## src/rtl/seq_det_sched.sv

```systemverilog
`default_nettype none
// ============================================================================
// Module   : seq_det_sched
// Brief    : Round-robin scheduler sharing one serial sequence detector among
//            N_REQ requesters. The granted word is shifted MSB-first into the
//            detector and the detector pulses are counted and returned.
// Options  : SEQ_DET_SCHED_PROT_EN - enables the sticky back-to-back pulse
//            checker on err (err tied low otherwise).
// Revision : 1.0 - initial release
// ============================================================================
module seq_det_sched #(
    parameter int N_REQ  = 4,
    parameter int DATA_W = 8,
    parameter int CNT_W  = $clog2(DATA_W + 1)
) (
    input  logic                      clk,
    input  logic                      rst,
    input  logic [N_REQ-1:0]          req,
    input  logic [N_REQ*DATA_W-1:0]   data,
    output logic [N_REQ-1:0]          gnt,
    output logic [N_REQ-1:0]          done,
    output logic [CNT_W-1:0]          cnt,
    output logic                      busy,
    output logic                      det_rst,
    output logic                      det_ip,
    input  logic                      det_op,
    output logic                      err
);

    localparam int IDX_W = (N_REQ > 1) ? $clog2(N_REQ) : 1;

    localparam logic [2:0] S_IDLE  = 3'd0;
    localparam logic [2:0] S_FLUSH = 3'd1;
    localparam logic [2:0] S_SHIFT = 3'd2;
    localparam logic [2:0] S_DRAIN = 3'd3;
    localparam logic [2:0] S_DONE  = 3'd4;

    localparam logic [CNT_W-1:0] C_LAST_BIT  = CNT_W'(DATA_W - 1);
    localparam logic [IDX_W-1:0] C_LAST_INIT = IDX_W'(N_REQ - 1);

    logic [2:0]        r_state;
    logic [2:0]        w_state_nxt;
    logic [IDX_W-1:0]  r_last;
    logic [N_REQ-1:0]  r_gnt;
    logic [DATA_W-1:0] r_sreg;
    logic [CNT_W-1:0]  r_bitcnt;
    logic [CNT_W-1:0]  r_acc;
    logic [CNT_W-1:0]  r_cnt;

    logic              w_found;
    logic [IDX_W-1:0]  w_win;
    int                w_idx;
    logic              w_sample;
    logic [CNT_W-1:0]  w_acc_next;

    // Round-robin search starting one past the last winner
    always_comb begin
        w_found = 1'b0;
        w_win   = '0;
        w_idx   = 0;
        for (int i = 1; i <= N_REQ; i++) begin
            w_idx = (int'(r_last) + i) % N_REQ;
            if (!w_found && req[IDX_W'(w_idx)]) begin
                w_found = 1'b1;
                w_win   = IDX_W'(w_idx);
            end
        end
    end

    // Detector output for bit k lands one cycle later, so the window starts at
    // the second SHIFT cycle and closes after DRAIN.
    assign w_sample   = ((r_state == S_SHIFT) && (r_bitcnt != '0)) || (r_state == S_DRAIN);
    assign w_acc_next = r_acc + {{(CNT_W-1){1'b0}}, det_op};

    // State register
    always_ff @(posedge clk or negedge rst) begin
        if (!rst) begin
            r_state <= S_IDLE;
        end else begin
            r_state <= w_state_nxt;
        end
    end

    // Next-state logic
    always_comb begin
        w_state_nxt = r_state;
        case (r_state)
            S_IDLE:  if (w_found) w_state_nxt = S_FLUSH;
            S_FLUSH: w_state_nxt = S_SHIFT;
            S_SHIFT: if (r_bitcnt == C_LAST_BIT) w_state_nxt = S_DRAIN;
            S_DRAIN: w_state_nxt = S_DONE;
            S_DONE:  w_state_nxt = S_IDLE;
            default: w_state_nxt = S_IDLE;
        endcase
    end

    // Outputs decoded from state; done reuses the grant held through DONE
    always_comb begin
        busy    = (r_state != S_IDLE);
        det_rst = (r_state == S_FLUSH);
        det_ip  = (r_state == S_SHIFT) ? r_sreg[DATA_W-1] : 1'b0;
        done    = (r_state == S_DONE) ? r_gnt : '0;
    end

    // Job datapath: grant/latch, shift, count, publish result
    always_ff @(posedge clk or negedge rst) begin
        if (!rst) begin
            r_last   <= C_LAST_INIT;
            r_gnt    <= '0;
            r_sreg   <= '0;
            r_bitcnt <= '0;
            r_acc    <= '0;
            r_cnt    <= '0;
        end else begin
            case (r_state)
                S_IDLE: begin
                    if (w_found) begin
                        r_last       <= w_win;
                        r_gnt        <= '0;
                        r_gnt[w_win] <= 1'b1;
                        r_sreg       <= data[w_win*DATA_W +: DATA_W];
                    end
                end
                S_FLUSH: begin
                    r_bitcnt <= '0;
                    r_acc    <= '0;
                end
                S_SHIFT: begin
                    r_sreg   <= r_sreg << 1;
                    r_bitcnt <= r_bitcnt + CNT_W'(1);
                    if (w_sample) r_acc <= w_acc_next;
                end
                S_DRAIN: begin
                    r_acc <= w_acc_next;
                    r_cnt <= w_acc_next;
                end
                S_DONE: begin
                    r_gnt <= '0;
                end
                default: ;
            endcase
        end
    end

    assign gnt = r_gnt;
    assign cnt = r_cnt;

`ifdef SEQ_DET_SCHED_PROT_EN
    logic r_prev_op;
    logic r_err;

    // Flag two consecutive sampled detector pulses; sticky until reset
    always_ff @(posedge clk or negedge rst) begin
        if (!rst) begin
            r_prev_op <= 1'b0;
            r_err     <= 1'b0;
        end else begin
            r_prev_op <= w_sample & det_op;
            if (w_sample && det_op && r_prev_op) r_err <= 1'b1;
        end
    end

    assign err = r_err;
`else
    assign err = 1'b0;
`endif

endmodule
`default_nettype wire

```

## config.mk

```make
export PLATFORM = sky130hd
export DESIGN_NAME = seq_det_sched
export DESIGN_NICKNAME = d
export VERILOG_FILES = /design/src/rtl/seq_det_sched.sv
export SDC_FILE = /design/constraint.sdc
export NUM_CORES = 1
export LEC_CHECK = 0
export CAP_MARGIN = 20
export CORE_ASPECT_RATIO = 0.75
export CORE_MARGIN = 4
export CORE_UTILIZATION = 30
export CTS_BUF_LIST = sky130_fd_sc_hd__clkbuf_4 sky130_fd_sc_hd__clkbuf_8
export CTS_CLUSTER_DIAMETER = 150
export CTS_CLUSTER_SIZE = 12
export DETAILED_ROUTE_END_ITERATION = 16
export GPL_TIMING_DRIVEN = 0
export HOLD_SLACK_MARGIN = 0.15
export PLACE_DENSITY = 0.61
export REMOVE_ABC_BUFFERS = 1
export SETUP_SLACK_MARGIN = 0.1
export SLEW_MARGIN = 20
export SYNTH_ARGS = -nofsm -noshare
export SYNTH_HDL_FRONTEND = slang
export SYNTH_SLANG_ARGS = --single-unit
```

## constraint.sdc

```tcl
create_clock -name clk -period 4.1 [get_ports clk]
set_input_delay 0.41 -clock clk [delete_from_list [all_inputs] [get_ports clk]]
set_output_delay 0.41 -clock clk [all_outputs]
set_load 0.05 [all_outputs]
```

* After elaboration in Yosys (flattened, before gate mapping)
Cells that the tools add are included.
Storage, ports and cells: word-level logic and storage cells 83, input port bits 39, output and inout bits 16, flip-flop bits (word level) 29
Operators by class: $add $sub $neg 6, shift operators 1, muxes and demuxes 34, reduce and logical (&&, ||, !) cells 21, $lt $le $gt $ge 6, eq/ne operators 8
Operators by type and width (count):
- variable part select 32 x 6 -> 8 bit | 1
- less-than comparator 2 x 4 -> 1 bit, second input constant | 4
- case mux 4 bit (2 select lines) | 2
- case mux 8 bit (2 select lines) | 1
- 2-to-1 mux 1 bit | 14
- 2-to-1 mux 4 bit | 3
- case mux 3 bit (4 select lines) | 1
- case mux 4 bit (3 select lines) | 1
- AND reduction 2 bit | 5
- binary-select mux 1 bit (select 2 bit) | 4
- 2-to-1 mux 2 bit | 4
- 2-to-1 mux 8 bit | 1
- == test 3 x 2 -> 1 bit, second input constant | 2
- 2-to-1 mux 3 bit | 2
- nonzero test 2 bit | 3
- nonzero test 3 bit | 2
- logical AND 1 bit | 5
- adder 2 x 1 -> 2 bit, second input constant | 2
- adder 2 bit, second input constant | 2
- adder 4 x 1 -> 4 bit | 1
- adder 4 x 1 -> 4 bit, second input constant | 1
- == test 4 x 3 -> 1 bit, second input constant | 1
- inequality test 2 bit, second input constant | 2
- nonzero test 4 bit | 1
- other kinds (9) | 11

* Longest topological paths before layout
depth after elaboration 20, gate-level depth with buffers 7, mapped depth without buffers 7

* Least setup slack after synthesis
OpenSTA, ideal clock, no wires.
path kind register to output, start register r_state[0], end output port det_rst, data required time 3.690 ns, slack 1.810 ns, arrival 1.880 ns, path buffers 1, cell stages (with the launch flop) 3, path through dfrtp_1 clkbuf_1 nor3b_1
On the way: cells in the longest elaborated chain, start to end 1
RTL lines:
- start, declared | RTL line 41 | logic [2:0] r_state;
- start signal, assigned | RTL line 80 | r_state <= w_state_nxt;
- == test 3 x 1 -> 1 bit | RTL line 100 | det_rst = (r_state == S_FLUSH);
- end, declared | RTL line 24 | output logic det_rst,
Every way passes these cells.

* Worst setup path in the final report
start register r_state[1], end output port done[2]
On the way: cells in the longest elaborated chain, start to end 2
RTL lines:
- == test 3 bit | RTL line 102 | done = (r_state == S_DONE) ? r_gnt : '0;
- 2-to-1 mux 4 bit | RTL line 102
- end, declared | RTL line 21 | output logic [N_REQ-1:0] done,
Every way passes these cells.

==> run_results.csv <==
group,metric,value,unit
run_status,status,"complete, no violations",
route,wl_per_cell,13.1,um
floorplanning,die_x,94.5,um
cells_and_area,layout_commonest_cell,"clkdlybuf4s50_1",
logic_synthesis,synth-edff-count,0,
global_routing,antenna_found_initial,0,
power,powerDensity,697,nW/um2
clocking,clkSinkCount,29,
global_routing,grt_pass1_wl,6.23,mm
power,intPower,0.900,mW
logic_synthesis,syn_area,1690,um2
sta,tightest_slew,0.637,ns
logic_synthesis,async_flop_share,100,%
power,swShare,45.0,%
placement,place_ws,1.64,ns
route,routed_via_density,4.75,
setup_path,worstSetupEndpointType,"primary output",
clocking,cts_buffers,5,
sta,hold_violations,0,
global_routing,track_usage,11.8,%
setup_path,cp-start-kind,"flip-flop",
setup_path,crit_fanout,18,
floorplanning,io_pins,55,
cells_and_area,fin_util,43.6,%
power,seqPwrFrac,32.7,%
floorplanning,die_area,6890,um2
clocking,tritoncts,"done",
logic_synthesis,synthCells,173,
route,drc_errors,0,
clocking,postCtsSetupRepairBufs,0,
cells_and_area,drive_gt1_share,8.89,%
power,power_switching,0.736,mW
global_routing,grt_max_degree,30,
logic_synthesis,ys_warn_count,0,
sta,fin_hold_ws,0.147,ns
cells_and_area,final_net_count,267,
clocking,cts_max_path_buffers,2,
setup_path,cp_data_arrival_time,2.30,ns
sta,period_share,66.1,%
cells_and_area,n_antenna_cell,0,
sta,max_freq,0.369,GHz
logic_synthesis,avgSynthCellArea,9.74,um2
clocking,cts-root-buf,"clkbuf_8",
sta,relSlewSlack,57.5,%
cells_and_area,final_cell_mix,"clkdlybuf4s50_1, dfrtp_1, nand2_1, mux2i_1, o21ai_0",
cells_and_area,design_area,2350,um2
sta,fin_tns_setup,0,ns
run,cap_violations,0,
power,p_leak,1.01,nW
placement,dp_hpwl,2.93,mm
floorplanning,die_h,72.9,um
cells_and_area,area_delta_synth_final,39.3,%
route,vias,1426,
global_routing,gr-total-overflow,0,
floorplanning,initial_core_util,31.3,%
clocking,clkTransAtPathRegs,0.06,ns
floorplanning,rows,23,
power,pwr-share-clk,14.4,%
placement,portBuffers,53,
clocking,cts-htree-levels,2,
sta,grt_setup_unrepaired,"no",
sta,slew_viol_final,0,
logic_synthesis,ys_types,47,
worst_hold_path,worstHoldPathType,"input port to asynchronous set/reset pin",
power,ir_worst_vdd,0.000194,V
sta,setup_viol,0,
placement,post_dp_cell_area,2260,um2
logic_synthesis,yosys_most_used_dff,"dfrtp_1",
floorplanning,core,5380,um2
sta,fin_worst_skew,0.00336,ns
clocking,cts_hold_buffers,0,
logic_synthesis,ys_ff_latch,29,
power,p_comb_share,52.9,%
sta,final.min_clock_period,2.71,ns
route,final_antenna_net_count,0,
clocking,clock_latency,0.28,ns
clocking,ctsResizeCount,0,
setup_path,worstSetupPathType,"flip-flop to primary output",
route,dr.pass1.iters,4,
route,routed_wl,3.92,mm
sta,setup_slack,1.39,ns
setup_path,required,3.69,ns
route,drtIter0Drc,64,
logic_synthesis,yosysSeqAreaShare,43.2,%
placement,gp_congestion,0.748,
global_routing,grt_pass1_vias,1327,
## cell usage after synthesis, drive strengths merged, types with 2 or more instances
master	instances	share of area, %
or2	2	0.74
dfstp	2	3.1
and3	4	1.5
nand3	4	1.2
clkbuf	5	1.2
and2	3	1.1
buf	5	2.5
a211oi	2	1.2
nor2	8	1.9
o21ai	17	5.0
a21oi	5	1.5
mux2i	16	9.5
ha	4	3.0
nand2b	3	1.1
nand2	20	4.5
a22o	2	1.0
inv	7	1.6
a22oi	7	3.1
xnor2	2	1.0
o22ai	2	0.74
dfrtp	27	40
mux2	2	1.3
o221ai	8	4.2
## metrics by stage
stage          power (mW)  std cells
2_1_floorplan        1.14        163
3_3_place_gp         1.39        291
5_1_grt              1.77        300
3_5_place_dp         1.41        292
6_report             1.64        300
4_1_cts              1.66        300
## worst max-delay path: stages (launching register included)
cell and delay (ns):
dfrtp_1 0.57, nor2_1 0.33, nand2_1 0.18, nor2_1 0.13
clkdlybuf4s50_1 0.82
## layer usage
metal	up-vias	global-route usage [%]	part of all wire [%]
met3	7	3.61	6.9
met1	647	16.2	50
li1	731	-	-
met4	0	5.28	1.9
met5	-	0	0
met2	41	17.1	41
## state kept, by name, summed over array words and instances (netlist names)
signal and flops:
r_state 3, r_sreg 8, r_bitcnt 4, gnt 4
cnt 4, r_last 2, r_acc 4
## final cells by class
| cell class | instances | area, um2 |
|---|---|---|
| Multi-Input combinational cell | 127 | 876 |
| Sequential cell | 29 | 728 |
| Clock inverter | 2 | 10.0 |
| Fill cell | 539 | 3030 |
| Tap cell | 75 | 93.8 |
| Clock buffer | 6 | 76.3 |
| Inverter | 7 | 26.3 |
| Timing Repair Buffer | 54 | 537 |
## final timing paths
check / from / endpoint / slack, ns / cells past startpoint
min reg2reg: cnt[2]$_DFFE_PN0P_ / cnt[2]$_DFFE_PN0P_ / 0.48 / 2
max in group asynchronous: rst / gnt[1]$_DFFE_PN0P_ / 3.54 / 1
min: rst / r_bitcnt[0]$_DFFE_PN0N_ / 0.15 / 1
max reg2reg: r_last[0]$_DFFE_PN1P_ / r_sreg[2]$_DFFE_PN0P_ / 2.07 / 6
min in group clk: cnt[2]$_DFFE_PN0P_ / cnt[2]$_DFFE_PN0P_ / 0.48 / 2
max: r_state[1]$_DFFE_PN0P_ / done[2] / 1.39 / 4
## power groups by stage
stage	clock network, mW	logic (mW)	registers (mW)
after floorplan	0	0.527	0.608
after global placement	0	0.853	0.538
after detailed placement	0	0.871	0.541
after CTS	0.243	0.876	0.536
after global routing	0.257	0.959	0.557
final	0.235	0.865	0.536
## cell families after synthesis
family,after synthesis,share of synthesized area (%)
compound gates,50,20.3
fa+ha+maj,4,2.97
mux,18,10.8
buf+inv,17,5.27
other cells,1,0.223
simple gates,51,15.7
flops,29,43.2
xor+xnor,3,1.56
Power figures use the tool's default switching activity.
